--- src/rtl/dht11_pkg.sv ---
// Shared types and constants for the DHT11 read controller.
// StRetryWait exists only when DHT11_AUTO_RETRY_EN is defined.
package dht11_pkg;

    typedef enum logic [3:0] {
        StIdle,
        StStartLow,
        StWaitResp,
        StRespLow,
        StRespHigh,
        StBitLow,
        StBitHigh,
        StCheck,
        StError
`ifdef DHT11_AUTO_RETRY_EN
        , StRetryWait
`endif
    } dht_state_e;

    localparam logic [1:0] ERR_NONE   = 2'd0;
    localparam logic [1:0] ERR_NORESP = 2'd1;
    localparam logic [1:0] ERR_BIT    = 2'd2;
    localparam logic [1:0] ERR_CSUM   = 2'd3;

    localparam int unsigned DHT_BITS = 40;

    // Sum of the four data bytes, mod 256, must equal the trailing checksum byte.
    function automatic logic csum_ok(input logic [DHT_BITS-1:0] frame);
        logic [7:0] sum;
        sum = frame[39:32] + frame[31:24] + frame[23:16] + frame[15:8];
        return sum == frame[7:0];
    endfunction

endpackage

--- src/rtl/dht11_in_sync.sv ---
// Two-flop synchronizer for the DHT11 pad input; resets to 1 (idle line is pulled high).
module dht11_in_sync (
    input  logic i_clk,
    input  logic i_reset,
    input  logic i_d,
    output logic o_q
);

    logic [1:0] r_sync;

    always_ff @(posedge i_clk or posedge i_reset) begin
        if (i_reset) begin
            r_sync <= 2'b11;
        end else begin
            r_sync <= {r_sync[0], i_d};
        end
    end

    assign o_q = r_sync[1];

endmodule

--- src/rtl/dht11_read_ctrl.sv ---
// DHT11 single-wire read sequencer, timed in 1 us ticks.
// Define DHT11_AUTO_RETRY_EN to retry once on a no-response or bit-timeout error.
module dht11_read_ctrl
    import dht11_pkg::*;
#(
    parameter int unsigned START_LOW_US    = 18000,
    parameter int unsigned RESP_TIMEOUT_US = 100,
    parameter int unsigned BIT_THRESH_US   = 50,
    parameter int unsigned CNT_W           = 15
) (
    input  logic       i_clk,
    input  logic       i_reset,
    input  logic       i_tick_1us,
    input  logic       i_start,
    input  logic       i_dht_in,
    output logic       o_dht_oe,
    output logic       o_busy,
    output logic [7:0] o_hum_int,
    output logic [7:0] o_hum_dec,
    output logic [7:0] o_tmp_int,
    output logic [7:0] o_tmp_dec,
    output logic       o_valid,
    output logic       o_err,
    output logic [1:0] o_err_code
);

    dht_state_e          r_state;
    logic [CNT_W-1:0]    r_cnt;
    logic [5:0]          r_bit_idx;
    logic [DHT_BITS-1:0] r_shift;
    logic                r_dht_oe;
    logic                r_busy;
    logic                r_valid;
    logic                r_err;
    logic [1:0]          r_err_code;
    logic [7:0]          r_hum_int;
    logic [7:0]          r_hum_dec;
    logic [7:0]          r_tmp_int;
    logic [7:0]          r_tmp_dec;
`ifdef DHT11_AUTO_RETRY_EN
    logic                r_retried;
`endif

    logic             w_dht;
    logic [CNT_W-1:0] w_cnt_inc;
    logic             w_start_done;
    logic             w_timeout;
    logic             w_bit;

    dht11_in_sync u_in_sync (
        .i_clk   (i_clk),
        .i_reset (i_reset),
        .i_d     (i_dht_in),
        .o_q     (w_dht)
    );

    // Limits fire on the tick that brings the count to the limit, so a wait lasts exactly N ticks.
    assign w_cnt_inc    = r_cnt + CNT_W'(i_tick_1us);
    assign w_start_done = (w_cnt_inc == CNT_W'(START_LOW_US));
    assign w_timeout    = (w_cnt_inc == CNT_W'(RESP_TIMEOUT_US));
    assign w_bit        = (r_cnt > CNT_W'(BIT_THRESH_US));

    always_ff @(posedge i_clk or posedge i_reset) begin
        if (i_reset) begin
            r_state    <= StIdle;
            r_cnt      <= '0;
            r_bit_idx  <= '0;
            r_shift    <= '0;
            r_dht_oe   <= 1'b0;
            r_busy     <= 1'b0;
            r_valid    <= 1'b0;
            r_err      <= 1'b0;
            r_err_code <= ERR_NONE;
            r_hum_int  <= '0;
            r_hum_dec  <= '0;
            r_tmp_int  <= '0;
            r_tmp_dec  <= '0;
`ifdef DHT11_AUTO_RETRY_EN
            r_retried  <= 1'b0;
`endif
        end else begin
            r_valid <= 1'b0;
            r_err   <= 1'b0;
            r_cnt   <= w_cnt_inc;
            case (r_state)
                StIdle: begin
                    r_cnt <= '0;
                    if (i_start) begin
                        r_state    <= StStartLow;
                        r_dht_oe   <= 1'b1;
                        r_busy     <= 1'b1;
                        r_bit_idx  <= '0;
                        r_shift    <= '0;
                        r_err_code <= ERR_NONE;
`ifdef DHT11_AUTO_RETRY_EN
                        r_retried  <= 1'b0;
`endif
                    end
                end
                StStartLow: begin
                    if (w_start_done) begin
                        r_state  <= StWaitResp;
                        r_dht_oe <= 1'b0;
                        r_cnt    <= '0;
                    end
                end
                StWaitResp: begin
                    if (!w_dht) begin
                        r_state <= StRespLow;
                        r_cnt   <= '0;
                    end else if (w_timeout) begin
                        r_state    <= StError;
                        r_err_code <= ERR_NORESP;
                        r_cnt      <= '0;
                    end
                end
                StRespLow: begin
                    if (w_dht) begin
                        r_state <= StRespHigh;
                        r_cnt   <= '0;
                    end else if (w_timeout) begin
                        r_state    <= StError;
                        r_err_code <= ERR_NORESP;
                        r_cnt      <= '0;
                    end
                end
                StRespHigh: begin
                    if (!w_dht) begin
                        r_state <= StBitLow;
                        r_cnt   <= '0;
                    end else if (w_timeout) begin
                        r_state    <= StError;
                        r_err_code <= ERR_NORESP;
                        r_cnt      <= '0;
                    end
                end
                StBitLow: begin
                    if (w_dht) begin
                        r_state <= StBitHigh;
                        r_cnt   <= '0;
                    end else if (w_timeout) begin
                        r_state    <= StError;
                        r_err_code <= ERR_BIT;
                        r_cnt      <= '0;
                    end
                end
                StBitHigh: begin
                    if (!w_dht) begin
                        r_shift   <= {r_shift[DHT_BITS-2:0], w_bit};
                        r_bit_idx <= r_bit_idx + 6'd1;
                        r_state   <= (r_bit_idx == 6'(DHT_BITS - 1)) ? StCheck : StBitLow;
                        r_cnt     <= '0;
                    end else if (w_timeout) begin
                        r_state    <= StError;
                        r_err_code <= ERR_BIT;
                        r_cnt      <= '0;
                    end
                end
                StCheck: begin
                    r_cnt <= '0;
                    if (csum_ok(r_shift)) begin
                        r_hum_int  <= r_shift[39:32];
                        r_hum_dec  <= r_shift[31:24];
                        r_tmp_int  <= r_shift[23:16];
                        r_tmp_dec  <= r_shift[15:8];
                        r_valid    <= 1'b1;
                        r_err_code <= ERR_NONE;
                        r_busy     <= 1'b0;
                        r_state    <= StIdle;
                    end else begin
                        r_err_code <= ERR_CSUM;
                        r_state    <= StError;
                    end
                end
                StError: begin
                    r_dht_oe <= 1'b0;
                    r_cnt    <= '0;
`ifdef DHT11_AUTO_RETRY_EN
                    if (!r_retried && r_err_code != ERR_CSUM) begin
                        r_retried <= 1'b1;
                        r_state   <= StRetryWait;
                    end else
`endif
                    begin
                        r_err   <= 1'b1;
                        r_busy  <= 1'b0;
                        r_state <= StIdle;
                    end
                end
`ifdef DHT11_AUTO_RETRY_EN
                StRetryWait: begin
                    if (w_start_done) begin
                        r_state   <= StStartLow;
                        r_dht_oe  <= 1'b1;
                        r_bit_idx <= '0;
                        r_shift   <= '0;
                        r_cnt     <= '0;
                    end
                end
`endif
                default: begin
                    r_state  <= StIdle;
                    r_dht_oe <= 1'b0;
                    r_busy   <= 1'b0;
                    r_cnt    <= '0;
                end
            endcase
        end
    end

    assign o_dht_oe   = r_dht_oe;
    assign o_busy     = r_busy;
    assign o_valid    = r_valid;
    assign o_err      = r_err;
    assign o_err_code = r_err_code;
    assign o_hum_int  = r_hum_int;
    assign o_hum_dec  = r_hum_dec;
    assign o_tmp_int  = r_tmp_int;
    assign o_tmp_dec  = r_tmp_dec;

endmodule

--- config.mk ---
export PLATFORM = sky130hd
export DESIGN_NAME = dht11_read_ctrl
export DESIGN_NICKNAME = d
export VERILOG_FILES = /design/src/rtl/dht11_pkg.sv /design/src/rtl/dht11_in_sync.sv /design/src/rtl/dht11_read_ctrl.sv
export SDC_FILE = /design/constraint.sdc
export NUM_CORES = 1
export LEC_CHECK = 0
export BUFFER_PORTS_ARGS = -buffer_cell sky130_fd_sc_hd__buf_2
export CAP_MARGIN = 20
export CORE_UTILIZATION = 60
export CTS_CLUSTER_DIAMETER = 50
export DETAILED_ROUTE_END_ITERATION = 12
export GPL_TIMING_DRIVEN = 1
export PLACE_DENSITY = 0.81
export SYNTH_ARGS = -nofsm -noshare
export SYNTH_HDL_FRONTEND = slang
export SYNTH_SLANG_ARGS = --single-unit
--- constraint.sdc ---
create_clock -name i_clk -period 5.9 [get_ports i_clk]
set_input_delay 0.885 -clock i_clk [delete_from_list [all_inputs] [get_ports i_clk]]
set_output_delay 0.885 -clock i_clk [all_outputs]
set_load 0.01 [all_outputs]
==> impl_metrics.toml <==
[pwr]
p_total_mw = 1.57
p_clk_share_pct = 27.7
power.density_nw_per_um2 = 280
p_seq_share_pct = 51.7
switching_power_mw = 0.511
combPwrFrac_pct = 20.6
power_leakage_nw = 2.85
switching_share_pct = 32.5
vdd_ir_drop_max_v = 0.000166
internal-power_mw = 1.06

[cts]
cts.repair.resized = 0
cts_hold_buf = 0
cts_tree = "built"
worstSkewPairLatency_ns = 0.37
path_clk_slew_ns = 0.10
post-cts-setup-buffers = 0
htreeDepth = 3
numCtsBuffers = 9
clockBufferDepth = 2
cts_root_buf = "clkbuf_8"
clock_sinks = 105

[sta]
min_period_over_period_pct = 71.8
drv_slew = 0
layout_min_cycle_time_ns = 4.24
setup_viol = 0
fin_tns_setup_ns = 0
skew_ns = 0.0133
holdWs_ns = 0.362
final.setup.worst_slack_ns = 1.66
hold_viol = 0
rsz0062_at_grt = "false"
slew_headroom_pct = 31.5
tightest_slew_ns = 1.03
clock.fmax_mhz = 236

[place]
place_ws_ns = 1.70
io_buffers = 42
placed_cell_area_sq_um = 5400
gp_congestion = 0.876
dp_hpwl_um = 6580
placed_cells = 555

[critical_path]
r2r_slack_ns = 1.66
worstSetupEndpointType = "flip-flop"
startpoint_type = "flip-flop"
cp.arrival_ns = 4.49
worstPathRequired_ns = 6.16
worstPathMaxFanout = 33
crit_type = "flip-flop to flip-flop"

[routing]
first_pass_iters = 5
routed-via-count = 3449
via_per_inst = 6.03
avgRoutedWirePerCell_um = 17.1
antenna_left = 0
drcViolationCount = 0
wirelength_um = 9790
drtIter0Drc = 287

[global_route]
grt_pass1_wl_um = 16600
grt-ovfl-total = 0
grt_max_degree = 88
grt_pass1_vias = 3370
track_usage_pct = 24.4
antenna_found_initial = 0

[synth]
yosys.area.top_type = "dfrtp_1"
syn_area_sq_um = 5100
synth_top_cells_by_area = "dfrtp_1 (51%), mux2_2 (7.3%), a22o_1 (7.2%), fa_1 (5.5%), xnor2_1 (4.3%)"
syn_inst = 425
synth.most_common_cell = "dfrtp_1"
ys_ff_latch = 105
synthTopCellsByCount = "dfrtp_1 (103), a22o_1 (42), mux2_2 (33), nor2_1 (31), xnor2_1 (25)"
synth_area_per_cell_sq_um = 12.0
synth_edf_count = 0
ys_seq_area_share_pct = 51.6
synth_cell_types = 49
synth_top_area_share_pct = 50.5
synth_warnings = 0
synthFlopType = "dfrtp_1"
syn_nets = 454
async_flop_share_pct = 100

[floorplanning]
die_h_um = 94.2
rows = 33
coreArea_sq_um = 8220
die_w_um = 94.2
io_pins = 43
die_area_sq_um = 8870
start_util_pct = 62.1

[finish]
final_layout_size_suffix_gt1_share_pct = 23.1
area_growth_pct = 10.1
final_util_pct = 68.3
fin_cells = 572
finish.instance_area_sq_um = 5620
final_nets = 491
antenna_cells = 0

[min_path]
min_path_type = "flip-flop to flip-flop"

[job]
maxCapViolations = 0

[run_status]
status = "finished clean"
layout by cell type (no fill, tap or decap), drive strengths merged, types with 3 or more instances in the layout:
master,count
nor4,5
ha,10
a21oi,11
xor2,14
or3,4
fa,14
nor2,31
dfrtp,103
a21o,3
nor2b,5
nor3,9
mux2,33
a211oi,3
o21ai,4
nand4,6
inv,24
nand2,15
xnor2,25
nand3,11
or4,3
and2,4
buf,48
clkbuf,10
a22o,42
and3,4
registers in the layout, indices dropped and copies added (netlist names), 4 cells and up:
| register | cells |
|---|---|
| o_hum_int | 8 |
| r_state | 4 |
| o_hum_dec | 8 |
| r_cnt | 15 |
| o_tmp_int | 8 |
| r_shift | 40 |
| r_bit_idx | 6 |
| o_tmp_dec | 8 |
power groups by stage:
stage,sequential [mW],combinational [mW],clock (mW)
CTS,0.813,0.322,0.444
finish,0.814,0.324,0.436
floorplan,0.805,0.266,0
global route,0.822,0.364,0.469
global placement,0.824,0.308,0
detailed placement,0.827,0.321,0
kinds of logic after synthesis:
family	synth area share, %
multiplexers	7.68
AO/OA/AOI/OAI	12.2
flip-flops	51.6
AND/OR/NAND/NOR	10.5
adder cells (fa/ha/maj)	7.95
buffers and inverters	3.31
XOR/XNOR	6.70
worst paths after layout:
| check | startpoint | to | cells after the start |
|---|---|---|---|
| worst min register to register | u_in_sync.r_sync[0] | u_in_sync.r_sync[1] | 0 |
| max in group asynchronous | i_reset | r_shift[10] | 4 |
| worst min-delay path | u_in_sync.r_sync[0] | u_in_sync.r_sync[1] | 0 |
| min in group asynchronous | i_reset | o_err_code[0] | 2 |
| worst max register to register | r_shift[9] | o_tmp_dec[1] | 12 |
| worst max-delay path | r_shift[9] | o_tmp_dec[1] | 12 |
routing by layer:
metal  GRT usage [%]  routed length, um
met2            35.9               4600
met3            5.42                480
met5               0                  0
met1            35.5               4500
met4            8.97                209
area by class of cell:
cell class	count	area (sq um)
clock inverters	6	55.1
multi-input cells	279	2310
fillers	594	2600
repair buffers	48	275
flip-flops and latches	105	2630
inverters	19	73.8
well taps	105	131
clock buffers	10	138
worst max-delay path, cell delays in order, from the launching register on:
cell and delay, ns:
dfrtp_1 0.44, fa_1 0.56, inv_1 0.06, fa_1 0.49, inv_1 0.04, ha_1 0.21, fa_1 0.40, xnor2_1 0.20
xnor2_1 0.08, or4_1 0.59, nor4_4 0.23, buf_4 0.40, mux2_2 0.39
Power figures use the tool's default switching activity.
